--- src/rtl/rr_req_arbiter_if.sv ---
// Request/grant bundle between four requesters, the arbiter and the downstream encoder.
// Latency: none, wires only.
// Backpressure: none; requesters hold req high until they see their grant bit.
interface rr_req_arbiter_if;
  logic [3:0] req;
  logic [3:0] grant;
  logic       grant_valid;
  logic       timeout;

  // Arbiter side: samples requests and drives the registered grant outputs.
  modport master (
    input  req,
    output grant,
    output grant_valid,
    output timeout
  );

  // Requester/encoder side.
  modport slave (
    output req,
    input  grant,
    input  grant_valid,
    input  timeout
  );
endinterface

--- src/rtl/rr_req_arbiter.sv ---
// Four-way round-robin arbiter with a minimum grant hold, one idle gap cycle between grants, optional watchdog (ARB_TIMEOUT_EN).
// Latency: a req sampled at edge N in IDLE/GAP is granted after edge N; all outputs are registered.
// Backpressure: a held grant is never preempted; the others wait until the holder releases (or the watchdog fires).
module rr_req_arbiter #(
  parameter int HOLD_CYCLES = 4,
  parameter int MAX_GRANT   = 16
) (
  input  logic           clk,
  input  logic           rst,
  rr_req_arbiter_if.master arb
);

  localparam int CW = $clog2(MAX_GRANT + 1);

  localparam logic [1:0] IDLE = 2'b00;
  localparam logic [1:0] HOLD = 2'b01;
  localparam logic [1:0] GAP  = 2'b10;

  localparam logic [CW-1:0] HOLD_LAST = CW'(HOLD_CYCLES - 1);
  localparam logic [CW-1:0] CNT_MAX   = {CW{1'b1}};

  logic [1:0]    state;
  logic [1:0]    ptr;
  logic [1:0]    owner;
  logic [CW-1:0] hold_cnt;
  logic [3:0]    grant_q;
  logic          grant_valid_q;

  logic          any_req;
  logic [1:0]    win_idx;
  logic [1:0]    cand;
  logic          release_ok;

  // First requesting index at or after ptr; the lowest offset is written last so it wins.
  always_comb begin
    any_req = |arb.req;
    win_idx = ptr;
    cand    = '0;
    for (int i = 3; i >= 0; i--) begin
      cand = ptr + 2'(i);
      if (arb.req[cand]) begin
        win_idx = cand;
      end
    end
  end

  // The holder may leave HOLD only once the minimum hold has run and its request is gone.
  assign release_ok = (hold_cnt >= HOLD_LAST) && !arb.req[owner];

`ifdef ARB_TIMEOUT_EN
  localparam logic [CW-1:0] MAX_LAST = CW'(MAX_GRANT - 1);
  logic timeout_q;
`endif

  // Grant state machine: arbitrate in IDLE/GAP, hold the winner, then force one empty cycle.
  always_ff @(posedge clk) begin
    if (rst) begin
      state         <= IDLE;
      ptr           <= 2'd0;
      owner         <= 2'd0;
      hold_cnt      <= '0;
      grant_q       <= 4'b0000;
      grant_valid_q <= 1'b0;
`ifdef ARB_TIMEOUT_EN
      timeout_q     <= 1'b0;
`endif
    end else begin
`ifdef ARB_TIMEOUT_EN
      timeout_q <= 1'b0;
`endif
      case (state)
        IDLE, GAP: begin
          if (any_req) begin
            grant_q       <= 4'b0001 << win_idx;
            grant_valid_q <= 1'b1;
            owner         <= win_idx;
            ptr           <= win_idx + 2'd1;
            hold_cnt      <= '0;
            state         <= HOLD;
          end else begin
            grant_q       <= 4'b0000;
            grant_valid_q <= 1'b0;
            state         <= IDLE;
          end
        end
        HOLD: begin
          if (release_ok) begin
            grant_q       <= 4'b0000;
            grant_valid_q <= 1'b0;
            state         <= GAP;
          end
`ifdef ARB_TIMEOUT_EN
          // A requester that never lets go loses the grant; ptr already points past it.
          else if (hold_cnt >= MAX_LAST) begin
            grant_q       <= 4'b0000;
            grant_valid_q <= 1'b0;
            timeout_q     <= 1'b1;
            state         <= GAP;
          end
`endif
          else if (hold_cnt != CNT_MAX) begin
            hold_cnt <= hold_cnt + CW'(1);
          end
        end
        default: begin
          grant_q       <= 4'b0000;
          grant_valid_q <= 1'b0;
          state         <= IDLE;
        end
      endcase
    end
  end

  assign arb.grant       = grant_q;
  assign arb.grant_valid = grant_valid_q;
`ifdef ARB_TIMEOUT_EN
  assign arb.timeout     = timeout_q;
`else
  assign arb.timeout     = 1'b0;
`endif

endmodule

--- src/flat_wrapper.sv ---
// flat-port wrapper written by rule: the top's interface ports become plain ports
module rr_req_arbiter_flat 
#(
  parameter int HOLD_CYCLES = 4,
  parameter int MAX_GRANT   = 16
)
  (clk, rst, arb_req, arb_grant, arb_grant_valid, arb_timeout);
  rr_req_arbiter_if arb_i ();
  input  logic clk;
  input  logic rst;
  input wire logic [$bits(arb_i.req)-1:0] arb_req;
  output wire logic [$bits(arb_i.grant)-1:0] arb_grant;
  output wire logic [$bits(arb_i.grant_valid)-1:0] arb_grant_valid;
  output wire logic [$bits(arb_i.timeout)-1:0] arb_timeout;
  assign arb_i.req = arb_req;
  assign arb_grant = arb_i.grant;
  assign arb_grant_valid = arb_i.grant_valid;
  assign arb_timeout = arb_i.timeout;
  rr_req_arbiter #(.HOLD_CYCLES(HOLD_CYCLES), .MAX_GRANT(MAX_GRANT)) u_core (.clk(clk), .rst(rst), .arb(arb_i));
endmodule
--- config.mk ---
export PLATFORM = sky130hd
export DESIGN_NAME = rr_req_arbiter_flat
export DESIGN_NICKNAME = d
export VERILOG_FILES = /design/src/rtl/rr_req_arbiter_if.sv /design/src/rtl/rr_req_arbiter.sv /design/src/flat_wrapper.sv
export SDC_FILE = /design/constraint.sdc
export NUM_CORES = 1
export LEC_CHECK = 0
export CAP_MARGIN = 10
export CORE_UTILIZATION = 51
export CTS_CLUSTER_SIZE = 12
export DETAILED_ROUTE_END_ITERATION = 7
export PLACE_DENSITY = 0.76
export SLEW_MARGIN = 25
export SYNTH_ARGS = -nofsm -noshare
export SYNTH_HDL_FRONTEND = slang
export SYNTH_SLANG_ARGS = --single-unit
--- constraint.sdc ---
create_clock -name clk -period 2 [get_ports clk]
set_input_delay 0.3 -clock clk [delete_from_list [all_inputs] [get_ports clk]]
set_output_delay 0.3 -clock clk [all_outputs]
set_load 0.1 [all_outputs]
# After elaboration in Yosys (flattened, before gate mapping)
# Cells that the tools add are included.
# totals
regBits	16
inputBits	6
out_inout_bits	6
# op_classes
addsub	5
magnitude_cmp	6
n_eq_ne	7
n_shift	1
muxes	27
reduce_logical	8
# ops
operator	count
2-bit by 3-bit < comparator with 1-bit output, second input constant	5
5-bit two-way mux	3
1-bit binary-select mux with 2-bit select	5
2-bit two-way mux	5
5-bit case mux with 2 select lines	1
1-bit two-way mux	8
4-bit two-way mux	2
4-bit case mux with 2 select lines	1
2-bit by 1-bit != test with 1-bit output, second input constant	3
5-bit by 1-bit adder with 5-bit output, second input constant	1
5-bit by 2-bit greater-or-equal comparator with 1-bit output, second input constant	1
5-bit != test, second input constant	1
2-bit by 1-bit adder with 2-bit output, second input constant	2
2-bit adder, second input constant	2
2-bit case mux with 2 select lines	1
4-bit AND reduction	1
4-bit OR reduction	1
1-bit by 2-bit left shift with 4-bit output, first input constant	1
2-bit by 1-bit == test with 1-bit output, second input constant	1
2-bit == test, second input constant	1
2-bit logical NOT	1
2-bit != test, second input constant	1
1-bit case mux with 2 select lines	1
2-bit AND reduction	1
4 further kinds	4

# Longest topological paths before layout
# Gate-level depths: netlist (run 1).
# logic_depth
word_depth	10
mapped_depth	7
mapped_depth_nobuf	7

# Worst setup path before layout (run 1)
# Ideal clock, no wire load.
# synth_path
path_kind	flip-flop to flip-flop
startpoint	register u_core.hold_cnt[0]
endpoint	register u_core.hold_cnt[2]
setup_time_ps	117
arrival_ps	1420
required_ps	1883
slack_ps	462
stages_incl_launch_ff	7
path_buffers	0
path_cell_list	dfxtp_1 > ha_1 > and3_1 > ha_1 > nor2_1 > nand2_1 > a32o_1
# synth_between
elab_chain_cells	4
word_cells_on_any_way	10
classes_between	add/sub: 1; order compare: 1; eq/ne: 3; mux: 3; reduce/logical: 2
# synth_lines
element	line	rtl
start, declared	rr_req_arbiter.sv:25	logic [CW-1:0] hold_cnt;
start signal, assigned	rr_req_arbiter.sv:102	hold_cnt <= hold_cnt + CW'(1);
5-bit by 1-bit adder with 5-bit output / 5-bit by 2-bit greater-or-equal comparator with 1-bit output (equally long branches)	rr_req_arbiter.sv:102, rr_req_arbiter.sv:48	
5-bit two-way mux / 1-bit logical AND (equally long branches)	rr_req_arbiter.sv:101, rr_req_arbiter.sv:48	
5-bit two-way mux / 2-bit != test (equally long branches)	-	
5-bit case mux with 2 select lines / 4-bit AND reduction (equally long branches)	-	
# Several ways; a longest one is shown, not always the timed one. The select of a mux whose other input is x is not followed.
# A chain may end at the register's enable or synchronous reset.

# Final worst setup path (run 1)
# layout_path
startpoint	input port arb_req[1]
endpoint	register u_core.grant_q[3] (netlist: u_core.arb.grant[3])
# layout_between
elab_chain_cells	9
word_cells_on_any_way	21
classes_between	eq/ne: 1; shift: 1; mux: 16; reduce/logical: 3
# layout_lines
element	line	rtl
start, declared	flat_wrapper.sv:11	input wire logic [$bits(arb_i.req)-1:0] arb_req;
1-bit binary-select mux with 2-bit select	rr_req_arbiter.sv:41	if (arb.req[cand]) begin
1-bit two-way mux (implied by the code)	rr_req_arbiter.sv:41	
2-bit two-way mux (4 in a row)	rr_req_arbiter.sv:41	
1-bit by 2-bit left shift with 4-bit output	rr_req_arbiter.sv:74	grant_q <= 4'b0001 << win_idx;
4-bit two-way mux	rr_req_arbiter.sv:73	if (any_req) begin
4-bit case mux with 2 select lines	rr_req_arbiter.sv:71	case (state)
end signal, assigned	rr_req_arbiter.sv:74	
end, declared	rr_req_arbiter.sv:26	logic [3:0] grant_q;
# Several ways; a longest one is shown, not always the timed one. The select of a mux whose other input is x is not followed.

==> results of run 1 <==
## flip-flops by register name, indices dropped and copies added (netlist names)
signal	cells
u_core.hold_cnt	5
u_core.arb.grant	4
u_core.owner	2
u_core.ptr	2
u_core.state	2
u_core.arb.grant_valid	1
## power by group
group | internal, mW | leakage [nW] | switching (mW)
Sequential | 0.343 | 0.131 | 0.0224
Clock | 0.111 | 0.0210 | 0.101
Combinational | 0.102 | 0.261 | 0.169
## how the worst max path moves through the flow
stage	from	slack, ns	cells past startpoint	end
final	arb_req[1]	0.23	6	u_core.arb.grant[3]
after global placement	arb_req[3]	-0.02	7	u_core.arb.grant[0]
after detailed placement	arb_req[1]	-0.07	6	u_core.arb.grant[3]
after global routing	arb_req[1]	0.07	6	u_core.arb.grant[2]
after CTS	arb_req[1]	0.22	6	u_core.arb.grant[3]
after floorplan	u_core.hold_cnt[0]	0.46	6	u_core.hold_cnt[2]
## cells in the mapped netlist, drive strengths merged (2+ instances only)
cell type | count | area share [%]
a21oi | 6 | 4.1
nor3 | 2 | 1.2
clkbuf | 2 | 0.90
nor2b | 2 | 1.5
and3 | 2 | 1.5
nand3b | 3 | 2.7
inv | 2 | 0.90
dfxtp | 16 | 38
mux2i | 3 | 3.6
nand2b | 2 | 1.5
nand3 | 3 | 1.8
buf | 2 | 1.5
o21bai | 2 | 1.8
a211oi | 2 | 2.4
nand2 | 8 | 3.6
ha | 2 | 3.0
o31ai | 2 | 2.4
o21ai | 3 | 1.8
nor2 | 13 | 5.9
## worst max-delay path, delay by kind of cell
family          cells  cell delay, ns
buf+inv             1            0.52
simple gates        2            0.25
compound gates      2            0.37
mux                 1            0.52
## stage by stage
stage	setup TNS [ns]	utilization [%]	power [mW]	setup WS, ns
floorplan	0	-	0.568	0.462
global placement	-0.0546	65.0	0.638	-0.0201
detailed placement	-0.185	65.0	0.644	-0.0693
CTS	0	67.4	0.852	0.219
global route	0	67.4	0.885	0.0664
finish	0	67.4	0.847	0.228
## logic make-up (layout without fill, tap and decap cells)
group	Yosys count	in the layout	share of synthesized area (%)
AND/OR/NAND/NOR	39	39	23.6
AO/OA/AOI/OAI	21	21	22.7
flip-flops	16	16	38.5
buffers and inverters	6	24	3.31
multiplexers	4	4	6.32
adder cells (fa/ha/maj)	2	2	3.01
XOR/XNOR	2	2	2.11
other	1	1	0.451
## layout make-up
| class | count | share of cell area, % |
|---|---|---|
| clock buffer | 4 | 3.57 |
| inverter | 2 | 0.739 |
| multi-input combinational | 69 | 47.7 |
| sequential | 16 | 31.5 |
| tap | 16 | 1.97 |
| timing repair buffer | 18 | 14.5 |
## metal layers
metal / vias up / share of wire, % / global-route usage (%)
met5: - / 0 / 0
met4: 0 / 0.61 / 7.50
met3: 2 / 2.9 / 3.88
met2: 9 / 48 / 33.5
met1: 335 / 48 / 26.8
li1: 362 / - / -
==> impl_metrics.toml, run 1 <==
[cells_and_area]
final_cell_mix = "dfxtp_1, nor2_1, buf_4"
multi_input_area_um2 = 484
area_growth_pct = 22.1
n_fill_cell = 140
postLayoutCellArea_um2 = 1020
fin_nets = 118
antennaDiodeCount = 0
final_common_cell = "dfxtp_1"
stdcell_count = 125
seqCellArea_um2 = 320
drive_gt1_share_pct = 22.0

[sta]
finalCritPeriodShare_pct = 88.6
rsz0062_at_grt = "false"
fin_hold_ws_ns = 0.466
fmaxAchievable_mhz = 564
finalSetupViolations = 0
final-max-slew-violation-count = 0
skew_ns = 0.00261
min_period_ns = 1.77
hold_violations = 0

[hold_path]
min_path_cells = 2
whs_endpoint = "u_core.arb.grant[0]"
hold_start = "u_core.arb.grant[0]"
hold_class = "reg2reg"

[logic_synthesis]
ys_ff_latch = 16
syn-instance-count = 91
synth-seq-area-share_pct = 38.5
ys_types = 38
async_flop_share_pct = 0
synth_edf_count = 0
yosysWarnings = 0
syn_area_per_cell_um2 = 9.14
syn_area_um2 = 832
synth_nets = 99
synthFlopType = "dfxtp_1"

[detailed_routing]
vias_per_cell = 5.66
first_iter_violations = 17
ant_nets = 0
post_drt_wl_per_cell_um = 13.1
num_vias = 708
dr.pass1.iters = 4
drc = 0
routed_wl_um = 1640

[setup_path]
crit_chain = "clkdlybuf4s50_1, mux4_2, a21o_1, nor2b_1, a32oi_1, nor2_1"
crit_path_start_kind = "input port"
r2r_start = "u_core.hold_cnt[0]"
regToRegEndpoint = "u_core.hold_cnt[2]"
cp.arrival_ns = 1.95
max_stage_delay_ns = 0.52
worstSetupPathType = "in2reg"
worstRegToRegCells = 6
cp-end-kind = "flop"
slowest_stage = "clkdlybuf4s50_1"
crit_required_ns = 2.18
cp_max_fo = 6
regToRegSetupSlack_ns = 0.30

[floorplan]
rows = 14
boundaryPins = 12
coreArea_um2 = 1510
fp.dieW_um = 42.4
dieArea_um2 = 1800
chipHeight_um = 42.4
initial_core_util_pct = 55.2

[placement]
placed_area_um2 = 980
dp.cells = 121
port_buffers = 10
place.gp.congestion = 0.788
hpwl_um = 1260

[cts]
cts_tree = "done"
htreeDepth = 1
cts.path.max_buffers = 2
cts_resized = 0
cts.sinks = 16
path_clk_slew_ns = 0.09
clk_latency_ns = 0.28
cts_buffers = 3
cts_hold_buf = 0
post_cts_buffers = 0
cts-root-buf = "clkbuf_4"

[pwr]
p_per_area_nw_per_um2 = 834
leakagePower_nw = 0.413
ir_drop_mv = 0.682

[global_routing]
track_usage_pct = 20.5
grt_pass1_vias = 659
globalRouteOverflowTotal = 0
antenna_found_initial = 0
grt_pass1_wl_um = 2860
grt_max_degree = 14

[run_status]
outcome = "finished, final reports clean"

[job]
cap_violations = 0
Note: power is estimated with default switching activity, not from simulation.
==> inputs of run 2 (changes only) <==
Settings changed: CORE_UTILIZATION 51 to 49, CTS_BUF_LIST set to sky130_fd_sc_hd__clkbuf_2 sky130_fd_sc_hd__clkbuf_4 sky130_fd_sc_hd__clkbuf_8, TNS_END_PERCENT set to 5.
Clock period 2 ns to 1.6 ns, I/O delays scaled along.
==> run 2 against run 1 <==
  * Register-to-register slack got worse by 0.24 ns
  * Worst hold slack better by 0.035 ns
  * Cell count increased by 4.8%
  * Worst setup slack worse by 0.17 ns
  * Wire length up 5.7%
  * Sequential power rose by 25%
  * Critical path depth shrank 1
  * Total power grew 32%
  * Non-clock buffer count is 6 higher
  * First-iteration DRC count shrank 35%
  * Die area up 3.9%
==> impl_metrics.toml, run 2 (synthesized netlist as in run 1, its figures left out) <==
[run_status]
outcome = "finished, final reports clean"

[global_routing]
track_usage_pct = 19.9
antenna_found_initial = 0
grt_max_degree = 12
grt_pass1_wl_um = 2820
globalRouteOverflowTotal = 0
grt_pass1_vias = 693

[pwr]
sequentialPowerShare_pct = 40.9
clkPwrFrac_pct = 24.0
leakagePower_nw = 0.472
switching_share_pct = 34.1
power.switching_mw = 0.383
power.internal_mw = 0.739
p_per_area_nw_per_um2 = 966
pwr-share-comb_pct = 35.1
ir_drop_mv = 0.802

[detailed_routing]
vias_per_cell = 5.64
post_drt_wl_per_cell_um = 13.3
routed_wl_um = 1740
first_iter_violations = 11
drc = 0
dr.pass1.iters = 4
ant_nets = 0
num_vias = 739

[sta]
rsz0062_at_grt = "true"
fmaxAchievable_mhz = 648
min_period_ns = 1.54
finalSetupViolations = 0
fin_hold_ws_ns = 0.502
finalCritPeriodShare_pct = 96.5
skew_ns = 0.00890
final-max-slew-violation-count = 0
hold_violations = 0

[setup_path]
path_depth = 5
max_stage_delay_ns = 0.51
crit_chain = "mux4_2, a21o_1, nor2b_4, a32oi_1, nor2_1"
cp-end-kind = "flop"
crit_required_ns = 1.79
cp.arrival_ns = 1.73
cp_max_fo = 6
slowest_stage = "mux4_2"
worstSetupPathType = "reg2reg"
worstRegToRegCells = 5
path_buf_inv = 0
crit_path_start_kind = "flop"
cp_top_family = "multiplexers"

[placement]
dp.cells = 127
place.gp.congestion = 0.855
port_buffers = 10
hpwl_um = 1300

[floorplan]
initial_core_util_pct = 54.0
fp.dieW_um = 43.2
rows = 14
coreArea_um2 = 1540
chipHeight_um = 43.2
dieArea_um2 = 1870
boundaryPins = 12

[hold_path]
hold_class = "reg2reg"
min_path_cells = 2

[job]
cap_violations = 0

[cells_and_area]
top_register = "u_core.hold_cnt"
final_cell_mix = "dfxtp_1, buf_4, nor2_1"
multi_input_area_um2 = 523
area_growth_pct = 39.5
post-route-util_pct = 75.3
seqCellArea_um2 = 322
n_fill_cell = 112
stdcell_count = 131
largest_register_ffs = 5
antennaDiodeCount = 0
drive_gt1_share_pct = 33.9
fin_nets = 124
final_common_cell = "dfxtp_1"

[cts]
cts_hold_buf = 0
cts_tree = "done"
cts_buffers = 3
cts.sinks = 16
cts.path.max_buffers = 2
htreeDepth = 1
clk_latency_ns = 0.29
post_cts_buffers = 0
path_clk_slew_ns = 0.10
cts-root-buf = "clkbuf_4"
[run 2: changes by cell type in the layout (fill, tap and decap cells not counted), moves of 2 or more]
cell | before | now
clkdlybuf4s50_1 | 5 | 3
ha_1 | 2 | 0
dlygate4sd2_1 | 0 | 2
buf_12 | 0 | 5
ha_2 | 0 | 2
[run 2: path summary, 6_finish.rpt]
kind	from	end	slack [ns]
min	u_core.arb.grant[2]	u_core.arb.grant[2]	0.50
max	u_core.owner[1]	u_core.arb.grant[3]	0.06
max reg2reg	u_core.owner[1]	u_core.arb.grant[3]	0.06
min reg2reg	u_core.arb.grant[2]	u_core.arb.grant[2]	0.50
[run 2: layer usage]
metal  wire length [um]  global-route usage, %  part of all wire, %
met1                787                   22.5                   45
met3                 48                   6.38                  2.8
met4                 28                   7.27                  1.6
met2                872                   34.3                   50
met5                  0                      0                    0
[run 2: tightest hold or removal path: stages (launching register included)]
cell     delay (ns)
dfxtp_1        0.35
nand2_1        0.06
a21oi_1        0.05
[run 2: power by group through the flow]
| stage | clock network, mW | logic, mW | registers [mW] |
|---|---|---|---|
| after global routing | 0.294 | 0.414 | 0.464 |
| after floorplan | 0 | 0.165 | 0.545 |
| final | 0.269 | 0.394 | 0.459 |
| after CTS | 0.275 | 0.384 | 0.458 |
| after detailed placement | 0 | 0.384 | 0.466 |
| after global placement | 0 | 0.377 | 0.466 |
[run 2: what timing repair did]
item / in CTS / in global routing
setup endpoints to repair: 7 / 11
gates resized for setup: 4 / 10
pin swaps: 0 / 3
[run 2: area by class of cell]
class	count	area share, %
clock buffers	4	3.13
multi-input cells	69	45.0
well taps	16	1.72
repair buffers	24	21.8
flip-flops and latches	16	27.7
inverters	2	0.647
[run 2: stage by stage]
| stage | worst slack (ns) | power [mW] | setup TNS [ns] | cell area (um^2) |
|---|---|---|---|---|
| after detailed placement | -0.374 | 0.850 | -4.47 | 1090 |
| final | 0.0558 | 1.12 | 0 | 1160 |
| after floorplan | 0.0624 | 0.710 | 0 | 832 |
| after global routing | -0.00951 | 1.17 | -0.00951 | 1160 |
| after CTS | -0.0261 | 1.12 | -0.0395 | 1120 |
| after global placement | -0.356 | 0.843 | -3.99 | 1090 |
==> inputs of run 3 (changes only) <==
Settings changed: CELL_PAD_IN_SITES_DETAIL_PLACEMENT set to 0, CELL_PAD_IN_SITES_GLOBAL_PLACEMENT set to 1, CORE_UTILIZATION 49 to 38, GPL_ROUTABILITY_DRIVEN set to 0, PLACE_DENSITY 0.76 to not set, PLACE_DENSITY_LB_ADDON set to 0.1.
==> run 3 against run 2 <==
  * Wire length rose by 7.5%
  * Clock skew fell by 0.0072 ns
  * Highest routed layer unchanged
  * Via count is 3.2% higher
  * First-iteration DRC count increased by 36%
==> impl_metrics.toml, run 3 (synthesized netlist as in run 1, its figures left out) <==
[floorplan]
dieArea_um2 = 2380
initial_core_util_pct = 41.6
coreArea_um2 = 2000
boundaryPins = 12
rows = 16
fp.dieW_um = 48.8
chipHeight_um = 48.8

[cells_and_area]
antennaDiodeCount = 0
top_register = "u_core.hold_cnt"
drive_gt1_share_pct = 35.3
n_fill_cell = 189
final_cell_mix = "buf_4, dfxtp_1, nor2_1"
area_growth_pct = 43.5
largest_register_ffs = 5
final_common_cell = "buf_4"
fin_nets = 125
postLayoutCellArea_um2 = 1190
stdcell_count = 143
multi_input_area_um2 = 533
seqCellArea_um2 = 325

[pwr]
p_per_area_nw_per_um2 = 957
power.internal_mw = 0.751
pwr-share-comb_pct = 36.0
power.switching_mw = 0.391
clkPwrFrac_pct = 23.7
sequentialPowerShare_pct = 40.3
power_mw = 1.14
leakagePower_nw = 0.491
ir_drop_mv = 0.784
switching_share_pct = 34.2

[hold_path]
hold_class = "reg2reg"
hold_start = "u_core.arb.grant[1]"
whs_endpoint = "u_core.arb.grant[1]"
min_path_cells = 2

[placement]
hpwl_um = 1310
port_buffers = 10
placed_area_um2 = 1090
place_ws_ns = -0.475
dp.cells = 137

[cts]
clk_latency_ns = 0.29
cts_buffers = 3
path_clk_slew_ns = 0.10
cts.sinks = 16
cts.path.max_buffers = 2
cts_hold_buf = 0
cts_tree = "done"
cts-root-buf = "clkbuf_4"
htreeDepth = 1

[setup_path]
crit_path_start_kind = "flop"
path_buf_inv = 1
r2r_start = "u_core.owner[1]"
cp_max_fo = 7
regToRegEndpoint = "u_core.hold_cnt[4]"
cp-end-kind = "flop"
worstSetupPathType = "reg2reg"
crit_required_ns = 1.82
crit_start = "u_core.owner[1]"
cp.arrival_ns = 1.80
max_stage_delay_ns = 0.51
worstRegToRegCells = 6
slowest_stage = "mux4_2"
regToRegSetupSlack_ns = 0.03
cp_top_family = "multiplexers"
crit_chain = "mux4_2, a21o_1, buf_4, nand2_4, nand3_1, o21ai_1"

[sta]
skew_ns = 0.00168
finalCritPeriodShare_pct = 98.2
rsz0062_at_grt = "true"
min_period_ns = 1.57
fmaxAchievable_mhz = 636
finalSetupViolations = 0
fin_ws_ns = 0.0288
final-max-slew-violation-count = 0
hold_violations = 0

[job]
cap_violations = 0

[run_status]
outcome = "finished, final reports clean"

[detailed_routing]
ant_nets = 0
drc = 0
vias_per_cell = 5.34
num_vias = 763
post_drt_wl_per_cell_um = 13.1
first_iter_violations = 15
routed_wl_um = 1870
dr.pass1.iters = 4

[global_routing]
track_usage_pct = 15.7
globalRouteOverflowTotal = 0
grt_max_degree = 14
antenna_found_initial = 0
grt_pass1_vias = 676
grt_pass1_wl_um = 2970
## run 3: layout make-up
type,count,area share (%)
multi-input cells,69,44.7
flip-flops and latches,16,27.3
repair buffers,25,21.6
clock buffers,4,3.04
well taps,27,2.83
inverters,2,0.629
## run 3: worst reg2reg max path, cell delays in order (launching register included)
cell     delay (ns)
dfxtp_2        0.35
mux4_2         0.51
a21o_1         0.21
buf_4          0.15
nand2_4        0.10
nand3_1        0.09
o21ai_1        0.10
## run 3: worst max-delay path by stage
stage	end	slack, ns	cells after the start
global placement	u_core.arb.grant[3]	-0.42	6
detailed placement	u_core.arb.grant[3]	-0.47	6
finish	u_core.hold_cnt[4]	0.03	6
CTS	u_core.arb.grant[3]	0.001	5
global route	u_core.hold_cnt[3]	-0.05	7
floorplan	u_core.hold_cnt[2]	0.06	6
## run 3: per-stage QoR
| stage | hold slack [ns] | TNS (ns) | utilization (%) |
|---|---|---|---|
| finish | 0.499 | 0 | 59.6 |
| global route | 0.522 | -0.132 | 59.6 |
| CTS | 0.501 | 0 | 57.0 |
| detailed placement | 0.483 | -5.09 | 54.6 |
| global placement | 0.467 | -4.79 | 54.6 |
| floorplan | 0.454 | 0 | - |
## run 3: power groups by stage
stage	Combinational, mW	Sequential (mW)	Clock (mW)
6_report	0.411	0.460	0.271
5_1_grt	0.438	0.465	0.289
3_3_place_gp	0.385	0.467	0
2_1_floorplan	0.165	0.545	0
4_1_cts	0.390	0.458	0.275
3_5_place_dp	0.390	0.466	0
## run 3: layer usage
layer,GRT usage [%],vias up,part of all wire [%],wire (um)
li1,-,374,-,-
met1,23.0,368,47,869
met2,22.9,16,48,887
met3,2.49,5,4.2,78
met4,5.88,0,1.7,31
met5,0,-,0,0
## run 3: timing repair
item | 4_1_cts | 5_1_grt
resized for setup | 8 | 9
pin swaps | 0 | 7
buffers inserted | 1 | 1
endpoints found under the setup margin | 12 | 12
